[config.mk]
export PLATFORM = sky130hd
export DESIGN_NAME = alu_seq_wide_flat
export DESIGN_NICKNAME = d
export VERILOG_FILES = /design/src/rtl/alu_seq_wide_if.sv /design/src/rtl/alu_seq_wide.sv /design/src/flat_wrapper.sv
export SDC_FILE = /design/constraint.sdc
export NUM_CORES = 1
export LEC_CHECK = 0
export CORE_ASPECT_RATIO = 1.75
export CORE_UTILIZATION = 45
export DETAILED_ROUTE_END_ITERATION = 8
export DONT_BUFFER_PORTS = 1
export PLACE_DENSITY_LB_ADDON = 0.25
export SLEW_MARGIN = 0
export SYNTH_ARGS = -nofsm -noshare
export SYNTH_HDL_FRONTEND = slang
export SYNTH_SLANG_ARGS = --single-unit
[constraint.sdc]
create_clock -name clk -period 5.6 [get_ports clk]
set_clock_uncertainty 0.1 [all_clocks]
set_input_delay 0.84 -clock clk [delete_from_list [all_inputs] [get_ports clk]]
set_output_delay 0.84 -clock clk [all_outputs]
set_load 0.005 [all_outputs]
[src/rtl/alu_seq_wide_if.sv]
// alu_seq_wide_if: command and response channels of the byte-serial wide ALU
interface alu_seq_wide_if #(parameter int NBYTES = 2);
    logic                  cmd_valid;
    logic                  cmd_ready;
    logic [2:0]            cmd_op;
    logic [8*NBYTES-1:0]   cmd_a;
    logic [8*NBYTES-1:0]   cmd_b;
    logic                  rsp_valid;
    logic                  rsp_ready;
    logic [8*NBYTES-1:0]   rsp_res;
    logic [3:0]            rsp_flags;
    logic                  c_flag;
    modport master (
        output cmd_valid, cmd_op, cmd_a, cmd_b, rsp_ready,
        input  cmd_ready, rsp_valid, rsp_res, rsp_flags, c_flag
    );
    modport slave (
        input  cmd_valid, cmd_op, cmd_a, cmd_b, rsp_ready,
        output cmd_ready, rsp_valid, rsp_res, rsp_flags, c_flag
    );
endinterface

[src/rtl/alu_seq_wide.sv]
// alu_seq_wide: wide-word ALU built from one 8-bit ALU run LSB byte first
module alu8 (
    input  logic [7:0] a,
    input  logic [7:0] b,
    input  logic [3:0] op,
    output logic [7:0] y,
    output logic       c_out
);
    logic [7:0] bx;
    logic [8:0] s;
    // op = {k, i, j, c_in}: k selects the adder, j inverts b (or selects xor), i selects or
    always_comb begin
        bx    = op[1] ? ~b : b;
        s     = {1'b0, a} + {1'b0, bx} + {8'd0, op[0]};
        y     = op[3] ? s[7:0] : op[2] ? (a | b) : op[1] ? (a ^ b) : (a & b);
        c_out = op[3] & s[8];
    end
endmodule

module alu_seq_wide #(parameter int NBYTES = 2) (
    input  logic         clk,
    input  logic         rst,
    alu_seq_wide_if.slave bus
);
    localparam int W = 8 * NBYTES;
    typedef enum logic [1:0] {IDLE, EXEC, RESP} state_t;
    state_t         state_q, state_d;
    logic [2:0]     idx_q, idx_d;
    logic [2:0]     op_q, op_d;
    logic [W-1:0]   a_q, a_d, b_q, b_d, res_q, res_d;
    logic           cy_q, cy_d;
    logic [3:0]     flags_q, flags_d;
    logic           cf_q, cf_d;
    logic           arith, sub, last, v;
    logic [3:0]     alu_op;
    logic [7:0]     a_byte, b_byte, y;
    logic           co;
    logic [W-1:0]   alu_w;
    alu8 u_alu (.a(a_byte), .b(b_byte), .op(alu_op), .y(y), .c_out(co));
    // byte slicing, full-word result assembly and next-state/output decode
    always_comb begin
        arith   = (op_q[2] == 1'b0) || (op_q == 3'd7);
        sub     = (op_q == 3'd1) || (op_q == 3'd3) || (op_q == 3'd7);
        alu_op  = {arith, arith | (op_q == 3'd5), sub | (op_q == 3'd6), arith & cy_q};
        a_byte  = a_q[8*idx_q +: 8];
        b_byte  = b_q[8*idx_q +: 8];
        alu_w   = res_q;
        alu_w[8*idx_q +: 8] = y;
        last    = idx_q == 3'(NBYTES - 1);
        // overflow from the top byte: operands agree in sign, result differs
        v       = arith & (a_q[W-1] == (b_q[W-1] ^ sub)) & (alu_w[W-1] != a_q[W-1]);
        state_d = state_q;
        idx_d   = idx_q;
        op_d    = op_q;
        a_d     = a_q;
        b_d     = b_q;
        res_d   = res_q;
        cy_d    = cy_q;
        flags_d = flags_q;
        cf_d    = cf_q;
        if (state_q == IDLE && bus.cmd_valid) begin
            state_d = EXEC;
            idx_d   = '0;
            op_d    = bus.cmd_op;
            a_d     = bus.cmd_a;
            b_d     = bus.cmd_b;
            cy_d    = (bus.cmd_op == 3'd2 || bus.cmd_op == 3'd3) ? cf_q
                    : (bus.cmd_op == 3'd1 || bus.cmd_op == 3'd7);
        end else if (state_q == EXEC) begin
            res_d = alu_w;
            cy_d  = co;
            idx_d = idx_q + 3'd1;
            if (last) begin
                state_d = RESP;
                res_d   = (op_q == 3'd7) ? a_q : alu_w;
                flags_d = {arith & co, alu_w == '0, v, alu_w[W-1]};
                cf_d    = arith ? co : cf_q;
            end
        end else if (state_q == RESP && bus.rsp_ready) begin
            state_d = IDLE;
        end
        bus.cmd_ready = state_q == IDLE;
        bus.rsp_valid = state_q == RESP;
        bus.rsp_res   = res_q;
        bus.rsp_flags = flags_q;
        bus.c_flag    = cf_q;
    end
    // state and datapath registers, cleared by synchronous reset
    always_ff @(posedge clk) begin
        if (rst) begin
            state_q <= IDLE;
            idx_q   <= '0;
            op_q    <= '0;
            a_q     <= '0;
            b_q     <= '0;
            res_q   <= '0;
            cy_q    <= 1'b0;
            flags_q <= '0;
            cf_q    <= 1'b0;
        end else begin
            state_q <= state_d;
            idx_q   <= idx_d;
            op_q    <= op_d;
            a_q     <= a_d;
            b_q     <= b_d;
            res_q   <= res_d;
            cy_q    <= cy_d;
            flags_q <= flags_d;
            cf_q    <= cf_d;
        end
    end
endmodule

[src/flat_wrapper.sv]
// flat-port wrapper written by rule: the top's interface ports become plain ports
module alu_seq_wide_flat 
#(parameter int NBYTES = 2)
  (clk, rst, bus_cmd_valid, bus_cmd_op, bus_cmd_a, bus_cmd_b, bus_rsp_ready, bus_cmd_ready, bus_rsp_valid, bus_rsp_res, bus_rsp_flags, bus_c_flag);
  alu_seq_wide_if #(.NBYTES(NBYTES)) bus_i ();
  input  logic clk;
  input  logic rst;
  input wire logic [$bits(bus_i.cmd_valid)-1:0] bus_cmd_valid;
  input wire logic [$bits(bus_i.cmd_op)-1:0] bus_cmd_op;
  input wire logic [$bits(bus_i.cmd_a)-1:0] bus_cmd_a;
  input wire logic [$bits(bus_i.cmd_b)-1:0] bus_cmd_b;
  input wire logic [$bits(bus_i.rsp_ready)-1:0] bus_rsp_ready;
  output wire logic [$bits(bus_i.cmd_ready)-1:0] bus_cmd_ready;
  output wire logic [$bits(bus_i.rsp_valid)-1:0] bus_rsp_valid;
  output wire logic [$bits(bus_i.rsp_res)-1:0] bus_rsp_res;
  output wire logic [$bits(bus_i.rsp_flags)-1:0] bus_rsp_flags;
  output wire logic [$bits(bus_i.c_flag)-1:0] bus_c_flag;
  assign bus_i.cmd_valid = bus_cmd_valid;
  assign bus_i.cmd_op = bus_cmd_op;
  assign bus_i.cmd_a = bus_cmd_a;
  assign bus_i.cmd_b = bus_cmd_b;
  assign bus_i.rsp_ready = bus_rsp_ready;
  assign bus_cmd_ready = bus_i.cmd_ready;
  assign bus_rsp_valid = bus_i.rsp_valid;
  assign bus_rsp_res = bus_i.rsp_res;
  assign bus_rsp_flags = bus_i.rsp_flags;
  assign bus_c_flag = bus_i.c_flag;
  alu_seq_wide #(.NBYTES(NBYTES)) u_core (.clk(clk), .rst(rst), .bus(bus_i));
endmodule
==> summary.txt, run 1 <==
Outcome
  – Run status: complete, no violations

Worst setup path
  – CP Buf/Inv Count: 0
  – Top delay family on crit path: simple AND/OR/NAND/NOR gates
  – Arrival time worst endpoint: 3.99 ns
  – Setup crit start: u_core.op_q[1]
  – Chain of cells forming the critical path: nand2_1 -> nand2_1 -> nand2_1 -> fa_1 -> fa_1 -> nand2b_1 -> a21oi_1 -> o31ai_1 -> or3b_1 -> o32a_1 -> o21ai_1
  – Critical path data required time: 5.77 ns
  – RR Startpoint: u_core.op_q[1]
  – Worst-case reg-to-reg path depth: 11
  – Category of the critical setup timing path: reg2reg
  – Crit Path Max Fanout: 16
  – Reg-to-reg endpoint: u_core.bus.rsp_flags[2]
  – Most used cell along the critical path: nand2_1
  – Cell at the slowest stage of the critical path: dfxtp_1
  – Critical Path End Type: flip-flop
  – Startpoint type of the worst setup path: flip-flop
  – Crit-path max cell delay: 0.84 ns
  – Setup slack of the most critical reg-to-reg path: 1.79 ns

Pwr
  – Leakage: 1.691 nW
  – Worst IR Drop VDD: 0.1885 mV
  – Power density of the placed cells: 308.2 nW/um^2

Route
  – Via density per instance: 5.690
  – Aggregate routed wire length: 10920 um
  – Number of design-rule violations left by the first detailed-router iteration: 205
  – Number of routed nets with antenna violations: 0
  – Routed WL per cell: 17.81 um
  – 1st-pass router iterations: 5
  – DRC violation count after routing: 0
  – Number of vias in the routed layout: 3488

Synth
  – Share of flip-flops with an asynchronous set or reset after synthesis: 0
  – Syn. warnings: 0
  – Mapped Nets: 576
  – Area leader, netlist: dfxtp_1
  – Gate Count Post-Synth: 508
  – Number of library cell types mapped by synthesis: 55
  – Area contributors post-synth: dfxtp_1 32%, nand2_1 9.7%, ha_1 8.6%
  – Number of synthesized register bits: 62
  – EDFF count, synth: 0
  – Post-synthesis sequential area ratio: 0.3162
  – Ys flop type: dfxtp_1
  – Synthesized area divided by synthesized cell count: 7.726 um^2
  – Fraction of post-synthesis cell area in the top cell type by area: 0.3162
  – Cell area after technology mapping: 3925 um^2

Flow run
  – Max capacitance violation total: 0

STA
  – Number of endpoints failing setup at the final stage: 0
  – Setup total negative slack: 0 ns
  – Peak Freq: 262.1 MHz
  – Worst slew margin relative to its limit: 0.4656
  – Max-slew violation count: 0
  – Final critical-path share of the clock period: 0.6812
  – Post-Route Hold Slack: 0.3469 ns
  – Tmin final: 3.815 ns
  – Fin. Hold Viols: 0
  – PnR worst setup slack: 1.785 ns
  – Slew at the pin closest to its max-slew limit: 0.8005 ns
  – RSZ-0062 raised after global routing: no

Global routing
  – Remaining global-route overflow: 0
  – Wire length of the first global-routing pass: 17400 um
  – Maximum number of pins on one net before global-route repair: 64
  – Number of global-route vias before repair: 3433
  – Overall fraction of global-route tracks in use: 0.2533
  – Number of antenna violations at the first check in global routing: 0

Placed design
  – Placed instance count: 597
  – Worst setup slack after placement: 1.832 ns
  – Detailed placer's ending HPWL: 8270 um
  – Cell area after placement: 3973 um^2
  – Final Wtd Congestion: 0.9843
  – Port Buffer Count: 0

Die
  – Die Outline Area: 9115 um^2
  – Row count: 44
  – Number of top-level pins: 62
  – Die width: 72.60 um
  – Die height: 125.5 um
  – Core outline area: 8368 um^2
  – Effective utilization at floorplan: 0.4690

Min path
  – Cell count of the worst hold path: 2
  – Hold WC Path Type: reg2reg
  – Hold Startpoint: u_core.b_q[2]
  – Hold endpoint: u_core.b_q[2]

Layout
  – Non-Filler Instances: 613
  – Number of fill cells in the layout: 850
  – Post-Layout Inst Area: 4249 um^2
  – Share of final-layout standard cells stronger than drive strength 1: 0.08032
  – # nets final: 561
  – Area growth from synthesis to final layout: 8.256%
  – Commonest non-fill, non-tap cell in the layout: nand2_1
  – Commonest cells after routing, fill and taps aside: 101 x nand2_1, 62 x dfxtp_1, 56 x a21oi_1, 45 x nor2_1, 27 x ha_1
  – Final antenna diode count: 0

Clock network
  – Hold Buf Count CTS: 0
  – Number of H-tree levels: 3
  – Sink Count: 62
  – Skew-Pair Late Insertion Delay: 0.34 ns
  – Post-CTS Resized: 0
  – Largest buffer count on any clock path: 2
  – Clock-pin slew on the worst setup and hold paths: 0.05 ns
  – Root buffer cell: clkbuf_16
  – Postcts setup bufs: 0
  – Number of clock buffers inserted by TritonCTS: 9
  – Clock tree from TritonCTS: built
## worst reg2reg max path: stages, from the launching register on
cell	delay (ns)
dfxtp_1	0.84
nand2_1	0.11
nand2_1	0.30
nand2_1	0.12
fa_1	0.42
fa_1	0.40
nand2b_1	0.19
a21oi_1	0.30
o31ai_1	0.16
or3b_1	0.39
o32a_1	0.30
o21ai_1	0.12
## report_power, final
part | switching (mW) | internal [mW] | total (mW)
registers | 0.0346 | 0.471 | 0.505
logic | 0.177 | 0.117 | 0.294
clock network | 0.211 | 0.299 | 0.510
total | 0.423 | 0.887 | 1.31
## final cells by class
type / instances / area (um^2) / area share
Inverter: 26 / 97.59 / 0.02297
Clock buffer: 9 / 225.2 / 0.05300
Tap cell: 115 / 143.9 / 0.03386
Multi-Input combinational cell: 388 / 2445 / 0.5754
Sequential cell: 62 / 1241 / 0.2921
Timing Repair Buffer: 6 / 45.04 / 0.01060
Clock inverter: 7 / 51.30 / 0.01207
## stage by stage
| step | utilization | total power [mW] |
|---|---|---|
| final | 0.5078 | 1.310 |
| after global routing | 0.5078 | 1.375 |
| after CTS | 0.5078 | 1.316 |
| after detailed placement | 0.4747 | 0.8066 |
| after global placement | 0.4747 | 0.8026 |
| after floorplan | - | 0.7352 |
## flip-flops by register name, indices dropped and copies added (netlist names)
register,cells
u_core.bus.rsp_flags,4
u_core.cy_q,1
u_core.bus.c_flag,1
u_core.a_q,16
u_core.idx_q,3
u_core.state_q,2
u_core.b_q,16
u_core.bus.rsp_res,16
u_core.op_q,3
## synth_stat cells, drive strengths merged (3+ instances only)
master / count
a21oi: 57
ha: 27
xnor2: 7
nor2: 45
buf: 9
nand4: 3
dfxtp: 62
o22ai: 16
a211oi: 18
o21ai: 17
nor4: 3
mux2: 10
xor2: 4
nand4b: 3
nand2b: 6
mux2i: 23
nor3: 9
and2: 4
nand2: 101
inv: 26
nor2b: 3
clkbuf: 23
## cell families after synthesis
family,Yosys count,share of synthesized area
AND/OR/NAND/NOR,185,0.2031
adder cells (fa/ha/maj),29,0.09627
flip-flops,62,0.3162
buffers and inverters,58,0.06152
XOR/XNOR,11,0.02455
AO/OA/AOI/OAI,130,0.2091
multiplexers,33,0.08926
## metal layers
| layer | GRT usage | routed length (um) |
|---|---|---|
| met5 | 0 | 0 |
| met2 | 0.4409 | 5630 |
| met1 | 0.2673 | 4220 |
| met3 | 0.06205 | 508 |
| met4 | 0.1511 | 557 |
## how the worst max path moves through the flow
stage          cells after the start  slack [ns]                       to
2_1_floorplan                     11        1.91  u_core.bus.rsp_flags[2]
3_3_place_gp                      11        1.92  u_core.bus.rsp_flags[2]
3_5_place_dp                      11        1.83  u_core.bus.rsp_flags[2]
4_1_cts                           11        1.83  u_core.bus.rsp_flags[2]
5_1_grt                           11        1.52  u_core.bus.rsp_flags[2]
6_report                          11        1.79  u_core.bus.rsp_flags[2]
Note: power is estimated with default switching activity, not from simulation.
==> run 2: changes to the inputs <==
Clock period 5.6 ns to 3.1 ns, I/O delays scaled along.
==> summary.txt, run 2 (synthesized netlist as in run 1, its figures left out) <==
Outcome
  – Run status: complete, no violations

Worst setup path
  – Worst-case reg-to-reg path depth: 11
  – Crit Path Max Fanout: 5
  – Arrival time worst endpoint: 3.27 ns
  – Setup crit start: u_core.idx_q[0]
  – Critical path data required time: 3.27 ns
  – Category of the critical setup timing path: reg2reg
  – Setup slack of the most critical reg-to-reg path: 0.003 ns
  – Startpoint type of the worst setup path: flip-flop
  – Reg-to-reg endpoint: u_core.bus.rsp_flags[2]
  – Critical Path End Type: flip-flop
  – RR Startpoint: u_core.idx_q[0]
  – Critical Path Sink: u_core.bus.rsp_flags[2]

Layout
  – Non-Filler Instances: 656
  – Share of final-layout standard cells stronger than drive strength 1: 0.2033
  – Core occupancy in the finished layout: 0.5689
  – Commonest cells after routing, fill and taps aside: 99 x nand2_1, 60 x dfxtp_1, 52 x a21oi_1, 48 x buf_4, 40 x nor2_1
  – # nets final: 604
  – Number of fill cells in the layout: 800
  – Post-Layout Inst Area: 4761 um^2
  – Commonest non-fill, non-tap cell in the layout: nand2_1
  – Area growth from synthesis to final layout: 21.29%
  – Final antenna diode count: 0

STA
  – Post-Route Hold Slack: 0.08962 ns
  – Tmin final: 3.097 ns
  – Worst slew margin relative to its limit: 0.5049
  – Max-slew violation count: 0
  – Fin. Hold Viols: 0
  – PnR worst setup slack: 0.003447 ns
  – Slew at the pin closest to its max-slew limit: 0.7409 ns
  – Setup total negative slack: 0 ns
  – Number of endpoints failing setup at the final stage: 0
  – RSZ-0062 raised after global routing: yes
  – Final critical-path share of the clock period: 0.9989
  – Peak Freq: 322.9 MHz

Global routing
  – Number of antenna violations at the first check in global routing: 0
  – Wire length of the first global-routing pass: 17730 um
  – Maximum number of pins on one net before global-route repair: 64
  – Number of global-route vias before repair: 3597
  – Overall fraction of global-route tracks in use: 0.2562
  – Remaining global-route overflow: 0

Pwr
  – Net Sw Power: 0.8096 mW
  – Proportion of power drawn by the clock network: 0.388
  – Power density of the placed cells: 542.5 nW/um^2
  – Pint: 1.773 mW
  – Portion of total power attributed to combinational logic: 0.263
  – Share of total power consumed by net switching: 0.3135
  – Share of power burned in registers: 0.349
  – Overall power of the completed layout: 2.583 mW
  – Worst IR Drop VDD: 0.3682 mV
  – Leakage: 1.953 nW

Route
  – Aggregate routed wire length: 11100 um
  – Number of design-rule violations left by the first detailed-router iteration: 251
  – 1st-pass router iterations: 4
  – DRC violation count after routing: 0
  – Via density per instance: 5.602
  – Routed WL per cell: 16.92 um
  – Number of routed nets with antenna violations: 0
  – Number of vias in the routed layout: 3675

Clock network
  – Clock tree from TritonCTS: built
  – Number of H-tree levels: 3
  – Largest buffer count on any clock path: 2
  – Number of clock buffers inserted by TritonCTS: 9
  – Sink Count: 62
  – Skew-Pair Late Insertion Delay: 0.34 ns
  – Hold Buf Count CTS: 0
  – Clock-pin slew on the worst setup and hold paths: 0.06 ns
  – Root buffer cell: clkbuf_16

Placed design
  – Worst setup slack after placement: -0.07702 ns
  – Final Wtd Congestion: 0.9406
  – Placed instance count: 638
  – Cell area after placement: 4367 um^2
  – Detailed placer's ending HPWL: 8354 um
  – Port Buffer Count: 0

Die
  – Die width: 72.60 um
  – Number of top-level pins: 62
  – Effective utilization at floorplan: 0.4690
  – Row count: 44
  – Die Outline Area: 9115 um^2
  – Core outline area: 8368 um^2
  – Die height: 125.5 um

Min path
  – Hold WC Path Type: in2reg

Flow run
  – Max capacitance violation total: 0
-- run 2: cell types whose count changed in the layout (fill, tap and decap cells not counted), moves of 3 or more --
cell / before / now
nor2_1: 45 / 40
buf_4: 6 / 48
o21ai_0: 15 / 12
nor2_2: 0 / 3
mux2i_4: 0 / 3
a21oi_1: 56 / 52
-- run 2: how the worst min path moves through the flow --
stage / start / cells after the start / to / slack, ns
floorplan: u_core.b_q[1] / 2 / u_core.b_q[1] / 0.34
global placement: u_core.b_q[3] / 2 / u_core.b_q[3] / 0.34
detailed placement: u_core.b_q[1] / 2 / u_core.b_q[1] / 0.34
CTS: rst / 1 / u_core.a_q[2] / 0.08
global route: rst / 1 / u_core.a_q[14] / 0.08
finish: rst / 1 / u_core.a_q[10] / 0.09
-- run 2: final cells by class --
class / instances / area [um^2] / share of cell area
inverter: 26 / 97.59 / 0.02050
tap: 115 / 143.9 / 0.03022
clock buffer: 9 / 225.2 / 0.04731
sequential: 62 / 1246 / 0.2618
timing repair buffer: 49 / 371.6 / 0.07806
multi-input combinational: 388 / 2604 / 0.5469
clock inverter: 7 / 72.57 / 0.01524
-- run 2: critical path, stage by stage (launching register included) --
cell and delay [ns]:
dfxtp_4 0.38, mux2i_4 0.26, nor2_4 0.07, xor2_2 0.17, fa_2 0.37, fa_2 0.35
nand2b_4 0.17, a21oi_4 0.21, o31ai_2 0.09, or3b_1 0.43, o32a_1 0.31, o21ai_1 0.11
-- run 2: routing by layer --
| layer | share of wire | routed length, um | track usage |
|---|---|---|---|
| met2 | 0.51 | 5607 | 0.4338 |
| met5 | 0 | 0 | 0 |
| met3 | 0.051 | 562 | 0.05721 |
| met4 | 0.041 | 450 | 0.1326 |
| met1 | 0.40 | 4482 | 0.2939 |
-- run 2: power groups by stage --
stage	Combinational (mW)	Clock, mW	Sequential (mW)
global route	0.743	1.07	0.909
finish	0.678	1.00	0.901
CTS	0.650	1.02	0.900
detailed placement	0.641	0	0.917
floorplan	0.454	0	0.899
global placement	0.631	0	0.916
-- run 2: what timing repair did --
item / in CTS / in global routing
buffers inserted: 0 / 2
setup endpoints to repair: 3 / 8
gates resized for setup: 3 / 17
pin swaps: 3 / 9
gates cloned: 0 / 0
==> run 3: changes to the inputs <==
Settings changed: PLACE_DENSITY_LB_ADDON 0.25 to unset.
==> summary.txt, run 3 (synthesized netlist as in run 1, its figures left out) <==
Outcome
  – Run status: finished, violations left
  – Violated checks: negative setup slack

Global routing
  – Number of global-route vias before repair: 3626
  – Wire length of the first global-routing pass: 17630 um
  – Remaining global-route overflow: 0
  – Maximum number of pins on one net before global-route repair: 64
  – Overall fraction of global-route tracks in use: 0.2549
  – Number of antenna violations at the first check in global routing: 0

Worst setup path
  – Setup slack of the most critical reg-to-reg path: -0.02 ns
  – Critical path data required time: 3.26 ns
  – Category of the critical setup timing path: reg2reg
  – Setup crit start: u_core.idx_q[0]
  – Critical Path End Type: flip-flop
  – Startpoint type of the worst setup path: flip-flop
  – Top delay family on crit path: adder cells
  – Most used cell along the critical path: fa_2
  – Chain of cells forming the critical path: mux2i_4 -> nor2_4 -> xor2_2 -> fa_2 -> fa_2 -> nand2b_4 -> a21oi_4 -> o31ai_4 -> or3b_1 -> o32a_1 -> o21ai_1
  – Worst-case reg-to-reg path depth: 11
  – CP Buf/Inv Count: 0
  – RR Startpoint: u_core.idx_q[0]
  – Critical Path Sink: u_core.bus.rsp_flags[2]
  – Reg-to-reg endpoint: u_core.bus.rsp_flags[2]
  – Logic depth of the worst path, buffers included: 11
  – Cell at the slowest stage of the critical path: fa_2
  – Arrival time worst endpoint: 3.28 ns
  – Crit Path Max Fanout: 6
  – Crit-path max cell delay: 0.42 ns

Placed design
  – Final Wtd Congestion: 0.9189
  – Port Buffer Count: 0
  – Detailed placer's ending HPWL: 8613 um
  – Cell area after placement: 4387 um^2
  – Placed instance count: 639

Route
  – Number of routed nets with antenna violations: 0
  – Number of vias in the routed layout: 3712
  – 1st-pass router iterations: 5
  – Detailed-route wire length on metal 1: 4406 um
  – Length of routed met2 wiring: 5651 um
  – Amount of wire on met3 after detailed routing: 562 um
  – DRC violation count after routing: 0
  – Aggregate routed wire length: 11130 um
  – Top layer in use: met4
  – Via density per instance: 5.607
  – Routed WL per cell: 16.82 um
  – Number of design-rule violations left by the first detailed-router iteration: 200

Die
  – Core outline area: 8368 um^2
  – Die Outline Area: 9115 um^2
  – Row count: 44
  – Effective utilization at floorplan: 0.4690
  – Die width: 72.60 um
  – Die height: 125.5 um
  – Number of top-level pins: 62

Pwr
  – Leakage: 2.014 nW
  – Power density of the placed cells: 558.2 nW/um^2
  – Worst IR Drop VDD: 0.4697 mV

STA
  – Tmin final: 3.116 ns
  – Peak Freq: 320.9 MHz
  – PnR worst setup slack: -0.01625 ns
  – Worst slew margin relative to its limit: 0.5008
  – Max-slew violation count: 0
  – Final critical-path share of the clock period: 1.005
  – Fin. Hold Viols: 0
  – Slew at the pin closest to its max-slew limit: 0.7471 ns
  – RSZ-0062 raised after global routing: yes
  – Number of endpoints failing setup at the final stage: 1

Clock network
  – Number of clock buffers inserted by TritonCTS: 9
  – Number of H-tree levels: 3
  – Clock tree from TritonCTS: built
  – Sink Count: 62
  – Hold Buf Count CTS: 0
  – Root buffer cell: clkbuf_16
  – Largest buffer count on any clock path: 2
  – Clock-pin slew on the worst setup and hold paths: 0.05 ns
  – Skew-Pair Late Insertion Delay: 0.33 ns

Layout
  – Area of combinational cells with multiple inputs: 2608 um^2
  – # nets final: 610
  – Post-Layout Inst Area: 4857 um^2
  – Final antenna diode count: 0
  – Commonest non-fill, non-tap cell in the layout: nand2_1
  – Share of final-layout standard cells stronger than drive strength 1: 0.2084
  – Sequential cell area: 1246 um^2
  – Non-Filler Instances: 662
  – Commonest cells after routing, fill and taps aside: 99 x nand2_1, 60 x dfxtp_1, 54 x a21oi_1, 53 x buf_4, 40 x nor2_1
  – Area growth from synthesis to final layout: 23.75%
  – Number of fill cells in the layout: 803

Min path
  – Cell count of the worst hold path: 1
  – Hold WC Path Type: in2reg

Flow run
  – Max capacitance violation total: 0
run 3: how the worst min path moves through the flow:
| stage | startpoint | end | slack, ns |
|---|---|---|---|
| global placement | u_core.b_q[12] | u_core.b_q[12] | 0.34 |
| finish | rst | u_core.a_q[9] | 0.10 |
| CTS | rst | u_core.a_q[9] | 0.09 |
| floorplan | u_core.b_q[1] | u_core.b_q[1] | 0.34 |
| global route | rst | u_core.bus.rsp_res[8] | 0.09 |
| detailed placement | u_core.b_q[10] | u_core.b_q[10] | 0.34 |
run 3: routing by layer:
metal | track usage | vias up
li1 | - | 1843
met1 | 0.2928 | 1734
met2 | 0.4272 | 102
met3 | 0.04915 | 33
met4 | 0.1511 | 0
met5 | 0 | -
run 3: report_power, final:
group          internal (mW)  total, mW  leakage, nW  switching (mW)
sequential             0.851      0.901        0.509          0.0500
combinational          0.316      0.695         1.35           0.379
clock                  0.750       1.12        0.159           0.365
run 3: area by class of cell:
type                            instances  share of cell area
Sequential cell                        62              0.2566
Tap cell                              115             0.02962
Timing Repair Buffer                   55             0.08836
Multi-Input combinational cell        388              0.5368
Inverter                               26             0.02009
Clock buffer                           12             0.05281
Clock inverter                          4             0.01571
run 3: worst reg2reg max path: stages (launching register included):
cell and delay, ns:
dfxtp_4 0.41, mux2i_4 0.26, nor2_4 0.07, xor2_2 0.18
fa_2 0.42, fa_2 0.36, nand2b_4 0.18, a21oi_4 0.19
o31ai_4 0.08, or3b_1 0.38, o32a_1 0.29, o21ai_1 0.13
run 3: timing repair:
item	4_1_cts	5_1_grt
resized for setup	2	17
gates cloned	0	0
pin swaps	0	11
setup endpoints to repair	2	11
buffers inserted	0	7
run 3: through the flow:
stage	util	power, mW	setup TNS [ns]	setup WS, ns	hold WS, ns
2_1_floorplan	-	1.353	0	0.003262	0.3357
3_3_place_gp	0.5242	1.545	-0.02102	-0.02102	0.3395
3_5_place_dp	0.5242	1.558	-0.08457	-0.05462	0.3439
4_1_cts	0.5646	2.675	0	0.009904	0.09049
5_1_grt	0.5804	2.838	-0.3809	-0.1405	0.09374
6_report	0.5804	2.711	-0.01625	-0.01625	0.1027
